===== src/rtl/arb_pkg.sv =====
// rtl/arb_pkg.sv - shared types and constants for the memory port arbiter
package arb_pkg;

  typedef enum logic {IDLE, BUSY} arb_state_t;

  localparam logic [1:0] SEL_IDLE = 2'b11;
  localparam int         NUM_REQ  = 3;

  function automatic logic [NUM_REQ-1:0] onehot(input logic [1:0] idx);
    logic [NUM_REQ-1:0] v;
    v = '0;
    if (idx < 2'(NUM_REQ)) v[idx] = 1'b1;
    return v;
  endfunction

endpackage


===== src/rtl/rr_pick.sv =====
// rtl/rr_pick.sv - combinational round-robin winner selection over three requesters
module rr_pick
  import arb_pkg::*;
(
  input  logic [NUM_REQ-1:0] req,
  input  logic [1:0]         rr_ptr,
  output logic               any,
  output logic [1:0]         winner
);

  logic [1:0] base;
  logic [2:0] idx;

  // Scan from the farthest slot back to rr_ptr so the closest set bit wins.
  always_comb begin
    any    = |req;
    winner = 2'd0;
    base   = (rr_ptr == 2'd3) ? 2'd0 : rr_ptr;
    idx    = 3'd0;
    for (int i = NUM_REQ - 1; i >= 0; i--) begin
      idx = {1'b0, base} + 3'(i);
      if (idx >= 3'(NUM_REQ)) idx = idx - 3'(NUM_REQ);
      if (req[idx[1:0]]) winner = idx[1:0];
    end
  end

endmodule


===== src/rtl/mem_port_arbiter.sv =====
// rtl/mem_port_arbiter.sv - round-robin arbiter for one shared data-memory port
// Optional abort of stalled accesses enabled by defining ARB_TIMEOUT_EN.
module mem_port_arbiter
  import arb_pkg::*;
#(
  parameter int TIMEOUT_CYCLES = 16
) (
  input  logic               clk,
  input  logic               rst,
  input  logic [NUM_REQ-1:0] req,
  input  logic [NUM_REQ-1:0] req_we,
  output logic [NUM_REQ-1:0] gnt,
  output logic [NUM_REQ-1:0] done,
  output logic [1:0]         sel2,
  output logic               mem_valid,
  output logic               mem_we,
  input  logic               mem_ready,
  output logic               busy,
  output logic               err
);

  arb_state_t         state_q, state_d;
  logic [1:0]         winner_q, winner_d;
  logic [1:0]         rr_ptr_q, rr_ptr_d;
  logic [NUM_REQ-1:0] gnt_d, done_d;
  logic [1:0]         sel2_d;
  logic               mem_valid_d, mem_we_d, busy_d, err_d;
  logic               pick_any;
  logic [1:0]         pick_winner;
  logic               timeout_hit;

  rr_pick u_rr_pick (
    .req    (req),
    .rr_ptr (rr_ptr_q),
    .any    (pick_any),
    .winner (pick_winner)
  );

`ifdef ARB_TIMEOUT_EN
  localparam int CNT_W = ($clog2(TIMEOUT_CYCLES) > 5) ? $clog2(TIMEOUT_CYCLES) : 5;

  logic [CNT_W-1:0] cnt_q, cnt_d;

  // Held at zero while idle so every grant starts a fresh count.
  always_comb begin
    cnt_d       = '0;
    timeout_hit = 1'b0;
    if (state_q == BUSY) begin
      timeout_hit = (cnt_q == CNT_W'(TIMEOUT_CYCLES - 1));
      cnt_d       = mem_ready ? cnt_q : cnt_q + 1'b1;
    end
  end

  always_ff @(posedge clk) begin
    if (rst) cnt_q <= '0;
    else     cnt_q <= cnt_d;
  end
`else
  localparam int unused_timeout_cycles = TIMEOUT_CYCLES;

  assign timeout_hit = 1'b0;
`endif

  always_comb begin
    state_d     = state_q;
    winner_d    = winner_q;
    rr_ptr_d    = rr_ptr_q;
    gnt_d       = gnt;
    sel2_d      = sel2;
    mem_valid_d = mem_valid;
    mem_we_d    = mem_we;
    busy_d      = busy;
    done_d      = '0;
    err_d       = 1'b0;
    case (state_q)
      IDLE: begin
        if (pick_any) begin
          state_d     = BUSY;
          winner_d    = pick_winner;
          gnt_d       = onehot(pick_winner);
          sel2_d      = pick_winner;
          mem_valid_d = 1'b1;
          mem_we_d    = req_we[pick_winner];
          busy_d      = 1'b1;
        end
      end
      BUSY: begin
        // A real completion in the deadline cycle takes precedence over the abort.
        if (mem_ready || timeout_hit) begin
          state_d     = IDLE;
          done_d      = onehot(winner_q);
          err_d       = ~mem_ready;
          gnt_d       = '0;
          sel2_d      = SEL_IDLE;
          mem_valid_d = 1'b0;
          mem_we_d    = 1'b0;
          busy_d      = 1'b0;
          rr_ptr_d    = (winner_q == 2'd2) ? 2'd0 : winner_q + 2'd1;
        end
      end
      default: state_d = IDLE;
    endcase
  end

  always_ff @(posedge clk) begin
    if (rst) begin
      state_q   <= IDLE;
      winner_q  <= 2'd0;
      rr_ptr_q  <= 2'd0;
      gnt       <= '0;
      done      <= '0;
      sel2      <= SEL_IDLE;
      mem_valid <= 1'b0;
      mem_we    <= 1'b0;
      busy      <= 1'b0;
      err       <= 1'b0;
    end else begin
      state_q   <= state_d;
      winner_q  <= winner_d;
      rr_ptr_q  <= rr_ptr_d;
      gnt       <= gnt_d;
      done      <= done_d;
      sel2      <= sel2_d;
      mem_valid <= mem_valid_d;
      mem_we    <= mem_we_d;
      busy      <= busy_d;
      err       <= err_d;
    end
  end

endmodule


===== config.mk =====
export PLATFORM = sky130hd
export DESIGN_NAME = mem_port_arbiter
export DESIGN_NICKNAME = d
export VERILOG_FILES = /design/src/rtl/arb_pkg.sv /design/src/rtl/rr_pick.sv /design/src/rtl/mem_port_arbiter.sv
export SDC_FILE = /design/constraint.sdc
export NUM_CORES = 1
export LEC_CHECK = 0
export ABC_CLOCK_PERIOD_IN_PS = 2200
export BUFFER_PORTS_ARGS = -buffer_cell sky130_fd_sc_hd__buf_2
export CORE_AREA = 2 2 49 51
export DETAILED_ROUTE_END_ITERATION = 12
export DIE_AREA = 0 0 51 53
export GPL_TIMING_DRIVEN = 1
export HOLD_SLACK_MARGIN = 0.02
export PLACE_DENSITY = 0.68
export SKIP_LAST_GASP = 1
export SYNTH_ARGS = -nofsm -noshare
export SYNTH_HDL_FRONTEND = slang
export SYNTH_SLANG_ARGS = --single-unit

===== constraint.sdc =====
create_clock -name clk -period 2.2 [get_ports clk]
set_clock_uncertainty 0.15 [all_clocks]
set_input_delay 0.11 -clock clk [delete_from_list [all_inputs] [get_ports clk]]
set_output_delay 0.11 -clock clk [all_outputs]
set_load 0.02 [all_outputs]

==> results of run 1 <==
## registers in the layout, indices dropped and copies added, names as in the netlist
name	flops
state_q	1
busy	1
gnt	3
err	1
winner_q	2
rr_ptr_q	2
done	3
sel2	2
mem_we	1
## where the power goes
group	switching, mW	internal [mW]	leakage, nW	total [mW]
Clock	0.0878	0.0637	0.0138	0.152
Combinational	0.0884	0.0677	0.277	0.156
Sequential	0.0129	0.309	0.132	0.322
Total	0.189	0.441	0.423	0.630
## final cells by class
cell class	instances	area, sq um
multi-input cells	60	434.2
fillers	228	1182
inverters	5	18.77
well taps	28	35.03
clock buffers	3	22.52
repair buffers	24	135.1
flip-flops and latches	16	320.3
## cell families after synthesis
family,count (synthesis),share of synthesized area
and+or+nand+nor,33,0.2348
other,1,0.004788
adders and majority gates,3,0.04793
DFF,16,0.4089
buffers and inverters,8,0.06230
muxes,1,0.02875
AOI/OAI and AO/OA,22,0.2125
## path summary, 6_finish.rpt
kind	startpoint	end	slack (ps)	depth (start not counted)
worst max-delay path	rr_ptr_q[1]	mem_we	80	7
worst min-delay path	req[2]	state_q	20	3
worst max register to register	rr_ptr_q[1]	mem_we	80	7
worst min register to register	gnt[1]	gnt[1]	310	2
## worst max-delay path, stage by stage, from the launching register on
cell and delay, ps:
dfxtp_1 340, inv_1 60, ha_1 340, mux2i_4 290
o22ai_1 130, or3_1 400, a221oi_2 230, nor3_1 70
## cells in the final DEF (no fill, tap or decap), types with 2 or more instances in the layout
| cell type | Yosys | routed |
|---|---|---|
| buf_2 | 0 | 20 |
| nor4b_1 | 3 | 3 |
| o21a_1 | 2 | 2 |
| dlygate4sd3_1 | 0 | 2 |
| a22oi_1 | 2 | 2 |
| ha_1 | 3 | 3 |
| buf_4 | 1 | 2 |
| inv_1 | 5 | 5 |
| nor2_1 | 6 | 6 |
| clkbuf_4 | 0 | 3 |
| nor4_1 | 2 | 2 |
| and2_1 | 2 | 2 |
| nor3_1 | 4 | 4 |
| dfxtp_1 | 16 | 16 |
| a21o_1 | 4 | 4 |
| nand2_1 | 6 | 6 |
| nand3_1 | 3 | 3 |
| nor2b_1 | 2 | 2 |
| a21oi_1 | 4 | 4 |
## layer usage
layer | vias to the layer above | GRT usage
met3 | 6 | 0.02542
met4 | 0 | 0.08108
met5 | - | 0
li1 | 349 | -
met1 | 321 | 0.1741
met2 | 18 | 0.2121
## what timing repair did
item | in CTS | in global routing
gates resized for setup | 0 | 3
setup endpoints to repair | 0 | 4
endpoints found under the hold margin | 9 | 0
hold buffers | 2 | 0
==> results.py, run 1 <==
metrics = {
    "sta": {
        "hold_violations": 0,
        "rsz0062_at_grt": "yes",
        "slew_viol_final": 0,
        "worst_pin_slew_ps": 492.5,
        "finalSetupTns_ps": 0,
        "relSlewSlack": 0.6670,
        "fin_crit_sh": 0.9626,
        "period_needed_ps": 2118,
        "worst_slack_ps": 82.35,
        "fin_hold_ws_ps": 23.17,
        "setup_violations": 0,
        "max_freq_mhz": 472.2,
    },
    "global_routing": {
        "grt_pass1_vias": 645,
        "grt_overflow": 0,
        "antenna_found_initial": 0,
        "grt_max_degree": 11,
        "grt_pass1_wl_mm": 2.718,
        "grt_use_total": 0.1361,
    },
    "power": {
        "p_total_mw": 0.6300,
        "leakage_nw": 0.4228,
        "p_per_area_mw_per_mm2": 652.3,
        "ir_worst_vdd_uv": 424.9,
    },
    "floorplan": {
        "core-area_sq_mm": 0.002148,
        "ios": 21,
        "die_y_microns": 53,
        "start_util": 0.3646,
        "dieArea_sq_mm": 0.002703,
        "rows": 17,
        "die_x_microns": 51,
    },
    "clock_tree": {
        "cts.root.buffer_cell": "clkbuf_4",
        "cts_tree": "built",
        "post_cts_buffers": 0,
        "cts_htree_levels": 1,
        "clockBufferDepth": 2,
        "path_clk_slew_ps": 90,
        "cts.sinks": 16,
        "cts_buffers": 3,
        "clk_latency_ps": 290,
    },
    "placement": {
        "dpl.cell_count": 131,
        "pre_cts_ws_ps": 78.97,
        "placed_area_sq_um": 903.4,
        "dp_hpwl_mm": 1.309,
        "port_buffers": 20,
        "gp_congestion": 0.7887,
    },
    "cells_and_area": {
        "final_util": 0.4496,
        "final_net_count": 122,
        "syn2layout_area_growth_pct": 23.32,
        "fin_cells": 136,
        "layout-drive-gt1-share": 0.3056,
        "n_antenna_cell": 0,
        "fin_area_sq_um": 965.9,
    },
    "logic_synthesis": {
        "syn_nets": 96,
        "syn_inst": 84,
        "yosysTopAreaCell": "dfxtp_1",
        "synth.most_common_cell": "dfxtp_1",
        "synth-seq-cells": 16,
        "synth_edf_count": 0,
        "synth_ff_type": "dfxtp_1",
        "synth.top_cell.area_share": 0.4089,
        "ys_warn_count": 0,
        "ys_top_cells_by_count": "dfxtp_1, nand2_1, nor2_1",
        "synthArstFlopShare": 0,
        "syn_area_sq_um": 783.3,
        "synth_area_leaders": "dfxtp_1, ha_1, a21o_1",
        "synth_seq_area_share": 0.4089,
        "synth_area_per_cell_sq_um": 9.324,
        "synth.distinct_cells": 34,
    },
    "worst_setup_path": {
        "worstPathRequired_ps": 2230,
        "cp-end-kind": "flop",
        "cp.arrival_ps": 2150,
        "cp_max_fo": 6,
        "crit_type": "reg -> reg",
        "worstSetupStartpointType": "flop",
    },
    "drt": {
        "finalWirelength_mm": 1.683,
        "met3WireLength_microns": 73,
        "ant_nets": 0,
        "top_layer": "met4",
        "drc": 0,
        "dr.pass1.iters": 4,
        "wl_met2_microns": 814,
        "wl_per_cell_microns": 12.38,
        "drt_iter0_drc": 23,
        "wl_met1_microns": 764,
        "vias": 694,
        "vias_per_cell": 5.103,
    },
    "hold_path": {
        "min_path_type": "in -> reg",
    },
    "outcome": {
        "status": "complete, no violations",
    },
    "job": {
        "maxCapViolCount": 0,
    },
}
(Power assumes the default switching activity.)
==> inputs of run 2 (changes only) <==
CORE_AREA = 2 2 48 50   (was 2 2 49 51)
CTS_CLUSTER_SIZE = 12   (was not set)
DIE_AREA = 0 0 50 52   (was 0 0 51 53)
PLACE_DENSITY = 0.69   (was 0.68)
SYNTH_HIERARCHICAL = 1   (was not set)
TNS_END_PERCENT = 1   (was not set)
==> results.py, run 2 <==
metrics = {
    "worst_setup_path": {
        "cp_max_fo": 5,
        "cp_slowest_cell": "dfxtp_2",
        "worstPathRequired_ps": 2230,
        "path_cells": "inv_2 -> ha_4 -> and2b_1 -> o21ai_2 -> o311ai_2 -> buf_4 -> nor4_2 -> a311o_1",
        "cp-end-kind": "flop",
        "reg2reg_slack_ps": 120,
        "worstSetupStartpointType": "flop",
        "slowest_delay_ps": 360,
        "crit_type": "reg -> reg",
        "cp.arrival_ps": 2100,
    },
    "logic_synthesis": {
        "syn_inst": 81,
        "syn_area_sq_um": 760.7,
        "synth_area_per_cell_sq_um": 9.392,
        "synthArstFlopShare": 0,
        "synth_seq_area_share": 0.4211,
        "synth-seq-cells": 16,
        "synth.most_common_cell": "dfxtp_1",
        "synth_area_leaders": "dfxtp_1, ha_1, a21oi_1",
        "synth.top_cell.area_share": 0.4211,
        "syn_nets": 93,
        "ys_top_cells_by_count": "dfxtp_1, nand2_1, a21oi_1",
        "ys_warn_count": 6,
        "synth.distinct_cells": 34,
        "yosysTopAreaCell": "dfxtp_1",
        "synth_edf_count": 0,
        "synth_ff_type": "dfxtp_1",
    },
    "sta": {
        "worst_slack_ps": 124.1,
        "period_needed_ps": 2076,
        "fin_hold_ws_ps": 119.5,
        "max_freq_mhz": 481.7,
        "hold_violations": 0,
        "rsz0062_at_grt": "no",
        "slew_viol_final": 0,
        "fin_crit_sh": 0.9436,
        "setup_violations": 0,
    },
    "drt": {
        "drc": 0,
        "vias": 670,
        "ant_nets": 0,
        "dr.pass1.iters": 4,
        "drt_iter0_drc": 7,
        "vias_per_cell": 5.000,
        "wl_per_cell_microns": 11.93,
        "finalWirelength_mm": 1.598,
    },
    "power": {
        "switching_share": 0.2762,
        "power_frac_comb": 0.209,
        "p_per_area_mw_per_mm2": 654.3,
        "seqPwrFrac": 0.498,
        "ir_worst_vdd_uv": 380.5,
        "intPower_mw": 0.4675,
        "p_switching_mw": 0.1784,
        "clock_power_share": 0.293,
        "leakage_nw": 0.4177,
    },
    "clock_tree": {
        "cts_tree": "built",
        "clockBufferDepth": 2,
        "cts.root.buffer_cell": "clkbuf_4",
        "path_clk_slew_ps": 90,
        "clk_latency_ps": 280,
        "cts_buffers": 3,
        "cts_htree_levels": 1,
        "cts.sinks": 16,
    },
    "placement": {
        "placed_area_sq_um": 908.4,
        "port_buffers": 20,
        "gp_congestion": 0.7040,
        "dp_hpwl_mm": 1.168,
        "dpl.cell_count": 128,
        "pre_cts_ws_ps": -22.11,
    },
    "cells_and_area": {
        "layout_commonest_cell": "buf_2",
        "reg_top3": "done (3), gnt (3)",
        "fin_cells": 134,
        "final_util": 0.4688,
        "syn2layout_area_growth_pct": 29.77,
        "final_cell_mix": "buf_2, dfxtp_1, nand2_1",
        "fill_cells": 207,
        "final_net_count": 119,
        "fin_area_sq_um": 987.2,
        "layout-drive-gt1-share": 0.3679,
        "n_antenna_cell": 0,
    },
    "outcome": {
        "status": "complete, no violations",
    },
    "floorplan": {
        "start_util": 0.3613,
        "ios": 21,
        "dieArea_sq_mm": 0.002600,
        "core-area_sq_mm": 0.002106,
        "rows": 17,
        "die_y_microns": 52,
        "die_x_microns": 50,
    },
    "global_routing": {
        "grt_pass1_vias": 608,
        "gr-usage-met2": 0.2149,
        "grt_max_degree": 17,
        "globalRouteMet1Util": 0.1752,
        "grt_overflow": 0,
        "antenna_found_initial": 0,
        "grt_pass1_wl_mm": 2.684,
        "grt_busiest_layer": "met2",
        "grtUsageMet3": 0.01724,
        "grt_use_total": 0.1358,
    },
    "job": {
        "maxCapViolCount": 0,
    },
    "hold_path": {
        "min_path_type": "in -> reg",
    },
}
==> run 2: layout make-up <==
type                            count  area, sq um  area share
Multi-Input combinational cell     57        439.2      0.4449
Sequential cell                    16        322.8      0.3270
Timing Repair Buffer               24        135.1      0.1369
Clock buffer                        4        36.28     0.03676
Tap cell                           28        35.03     0.03549
Inverter                            5        18.77     0.01901
==> run 2: path summary, 6_finish.rpt <==
| path | start | end | depth (start not counted) |
|---|---|---|---|
| setup / recovery | rr_ptr_q[0] | mem_we | 8 |
| hold reg to reg | rr_ptr_q[0] | rr_ptr_q[0] | 2 |
| setup reg to reg | rr_ptr_q[0] | mem_we | 8 |
| hold / removal | req_we[1] | mem_we | 4 |
==> run 2: metal layers <==
| layer | vias to the layer above | part of all wire |
|---|---|---|
| met3 | 2 | 0.052 |
| li1 | 341 | - |
| met4 | 0 | 0.0075 |
| met2 | 19 | 0.49 |
| met5 | - | 0 |
| met1 | 308 | 0.45 |
==> run 2: what timing repair did <==
| item | in CTS | in global routing |
|---|---|---|
| endpoints found under the setup margin | 1 | 1 |
| resized for setup | 0 | 7 |
| hold buffers | 2 | 0 |
| gates cloned | 0 | 0 |
| pin swaps | 1 | 4 |
| buffers inserted | 0 | 1 |
| hold endpoints to repair | 6 | 0 |
==> run 2: metrics by stage <==
| stage | total power, mW | TNS, ps |
|---|---|---|
| global placement | 0.4512 | 0 |
| global route | 0.6802 | 0 |
| finish | 0.6460 | 0 |
| detailed placement | 0.4546 | -22.11 |
| floorplan | 0.4170 | 0 |
| CTS | 0.6484 | 0 |
==> run 2: logic make-up (layout without fill, tap and decap cells) <==
kind of cell    after synthesis  count (layout)  synth area share
buf+inv                       8              33           0.05428
compound gates               21              21            0.1924
other cells                   1               1          0.004929
simple gates                 29              29            0.2369
fa+ha+maj                     3               3           0.04935
mux                           3               3           0.04112
flops                        16              16            0.4211
==> run 2: critical path: cells and delay by family, from the launching register on <==
| family | cells | cell delay [ps] |
|---|---|---|
| AOI/OAI and AO/OA | 3 | 710 |
| and+or+nand+nor | 2 | 210 |
| DFF | 1 | 360 |
| adders and majority gates | 1 | 290 |
| buffers and inverters | 2 | 260 |
==> run 2: power by group through the flow <==
| stage | registers, mW | logic, mW | clock network (mW) |
|---|---|---|---|
| 2_1_floorplan | 0.339 | 0.0777 | 0 |
| 3_3_place_gp | 0.327 | 0.124 | 0 |
| 3_5_place_dp | 0.328 | 0.126 | 0 |
| 4_1_cts | 0.322 | 0.130 | 0.197 |
| 5_1_grt | 0.326 | 0.147 | 0.208 |
| 6_report | 0.322 | 0.135 | 0.189 |
==> inputs of run 3 (changes only) <==
ABC_CLOCK_PERIOD_IN_PS = not set   (was 2200)
CORE_AREA = 2 2 45 47   (was 2 2 48 50)
DIE_AREA = 0 0 47 49   (was 0 0 50 52)
GPL_TIMING_DRIVEN = 0   (was 1)
PLACE_DENSITY = 0.76   (was 0.69)
==> results.py, run 3 (synthesis gave the netlist of run 2 again) <==
metrics = {
    "outcome": {
        "status": "complete, no violations",
    },
    "placement": {
        "dp_hpwl_mm": 1.133,
        "dpl.cell_count": 128,
        "port_buffers": 20,
        "gp_congestion": 0.7219,
        "pre_cts_ws_ps": -242.9,
    },
    "clock_tree": {
        "path_clk_slew_ps": 90,
        "clockBufferDepth": 2,
        "cts_buffers": 3,
        "cts_tree": "built",
        "clk_latency_ps": 280,
        "cts.root.buffer_cell": "clkbuf_4",
        "cts_htree_levels": 1,
        "cts.sinks": 16,
    },
    "cells_and_area": {
        "final_cell_mix": "buf_2, dfxtp_1, nand2_1",
        "n_antenna_cell": 0,
        "reg_top3": "done (3), gnt (3)",
        "multi_input_area_sq_um": 440.4,
        "fin_cells": 137,
        "seqCellArea_sq_um": 322.8,
        "fill_cells": 174,
        "syn2layout_area_growth_pct": 34.05,
        "layout_commonest_cell": "buf_2",
        "final_net_count": 123,
        "layout-drive-gt1-share": 0.3636,
        "final_util": 0.5537,
    },
    "floorplan": {
        "die_x_microns": 47,
        "ios": 21,
        "die_y_microns": 49,
        "core-area_sq_mm": 0.001842,
        "start_util": 0.4130,
        "rows": 16,
        "dieArea_sq_mm": 0.002303,
    },
    "power": {
        "ir_worst_vdd_uv": 419.6,
        "leakage_nw": 0.4360,
        "p_per_area_mw_per_mm2": 638.3,
        "p_total_mw": 0.6509,
    },
    "sta": {
        "worst_slack_ps": 141.1,
        "setup_violations": 0,
        "slew_viol_final": 0,
        "hold_violations": 0,
        "period_needed_ps": 2059,
        "max_freq_mhz": 485.7,
        "fin_crit_sh": 0.9359,
        "rsz0062_at_grt": "no",
        "fin_hold_ws_ps": 156.1,
    },
    "global_routing": {
        "antenna_found_initial": 0,
        "grt_use_total": 0.1399,
        "grt_pass1_wl_mm": 2.449,
        "grt_max_degree": 11,
        "grt_overflow": 0,
        "grt_pass1_vias": 614,
    },
    "drt": {
        "drt_iter0_drc": 7,
        "finalWirelength_mm": 1.531,
        "ant_nets": 0,
        "vias_per_cell": 4.876,
        "wl_per_cell_microns": 11.18,
        "drc": 0,
        "vias": 668,
        "dr.pass1.iters": 4,
    },
    "hold_path": {
        "hold_end": "mem_we",
        "hp-start": "req_we[1]",
        "min_path_type": "in -> reg",
        "holdPathStages": 4,
    },
    "worst_setup_path": {
        "reg2reg_slack_ps": 140,
        "worstPathRequired_ps": 2220,
        "rr_endpoint": "mem_we",
        "cp.arrival_ps": 2080,
        "reg2regPathDepth": 8,
        "worstSetupStartpointType": "flop",
        "cp-end-kind": "flop",
        "reg2reg_from": "rr_ptr_q[0]",
        "crit_type": "reg -> reg",
        "cp_max_fo": 4,
    },
    "job": {
        "maxCapViolCount": 0,
    },
}
## run 3: cell types whose count changed in the layout (fill, tap and decap cells not counted), sizes merged
cell	before	now
buf	22	24
clkbuf	4	5
dlygate4sd3	2	3
## run 3: how the worst max path moves through the flow
| stage | start | to | slack (ps) | cells past startpoint |
|---|---|---|---|---|
| final | rr_ptr_q[0] | mem_we | 140 | 8 |
| after global routing | rr_ptr_q[1] | mem_we | 10 | 8 |
| after CTS | rr_ptr_q[0] | mem_we | 80 | 8 |
| after detailed placement | rr_ptr_q[1] | mem_we | -240 | 6 |
| after global placement | rr_ptr_q[1] | mem_we | -240 | 6 |
| after floorplan | rr_ptr_q[0] | mem_we | 10 | 8 |
## run 3: critical path: stages, from the launching register on
cell and delay (ps):
dfxtp_2 360, inv_2 50, ha_4 270, and2b_1 160, o21ai_2 60, o311ai_2 330, mux2i_1 230, nor4_1 60
a311o_1 280
## run 3: cell type report
cell class                 instances  share of cell area
buffer                             3             0.02209
clock buffer                       4             0.03558
inverter                           5             0.01840
multi-input combinational         57              0.4319
sequential                        16              0.3166
tap                               27             0.03313
timing repair buffer              25              0.1423
## run 3: stage by stage
stage	cell area, sq um	setup TNS, ps
floorplan	780.7	0
global placement	914.6	-595.5
detailed placement	914.6	-566.2
CTS	1006	0
global route	1020	0
finish	1020	0
## run 3: where the power goes
group | internal, mW | switching, mW
Combinational | 0.0643 | 0.0816
Sequential | 0.308 | 0.0105
Clock | 0.101 | 0.0864
Total | 0.472 | 0.178
## run 3: what timing repair did
action / CTS / global route
hold buffers: 3 / 0
buffers inserted: 1 / 1
endpoints found under the setup margin: 6 / 3
gates resized for setup: 2 / 4
pin swaps: 1 / 3
endpoints found under the hold margin: 5 / 0
## run 3: routing by layer
| metal | global-route usage | vias to the layer above | routed length [microns] |
|---|---|---|---|
| met1 | 0.1701 | 296 | 664 |
| met4 | 0.04167 | 0 | 12 |
| met5 | 0 | - | 0 |
| met3 | 0.01111 | 2 | 96 |
| met2 | 0.2489 | 20 | 756 |
| li1 | - | 350 | - |
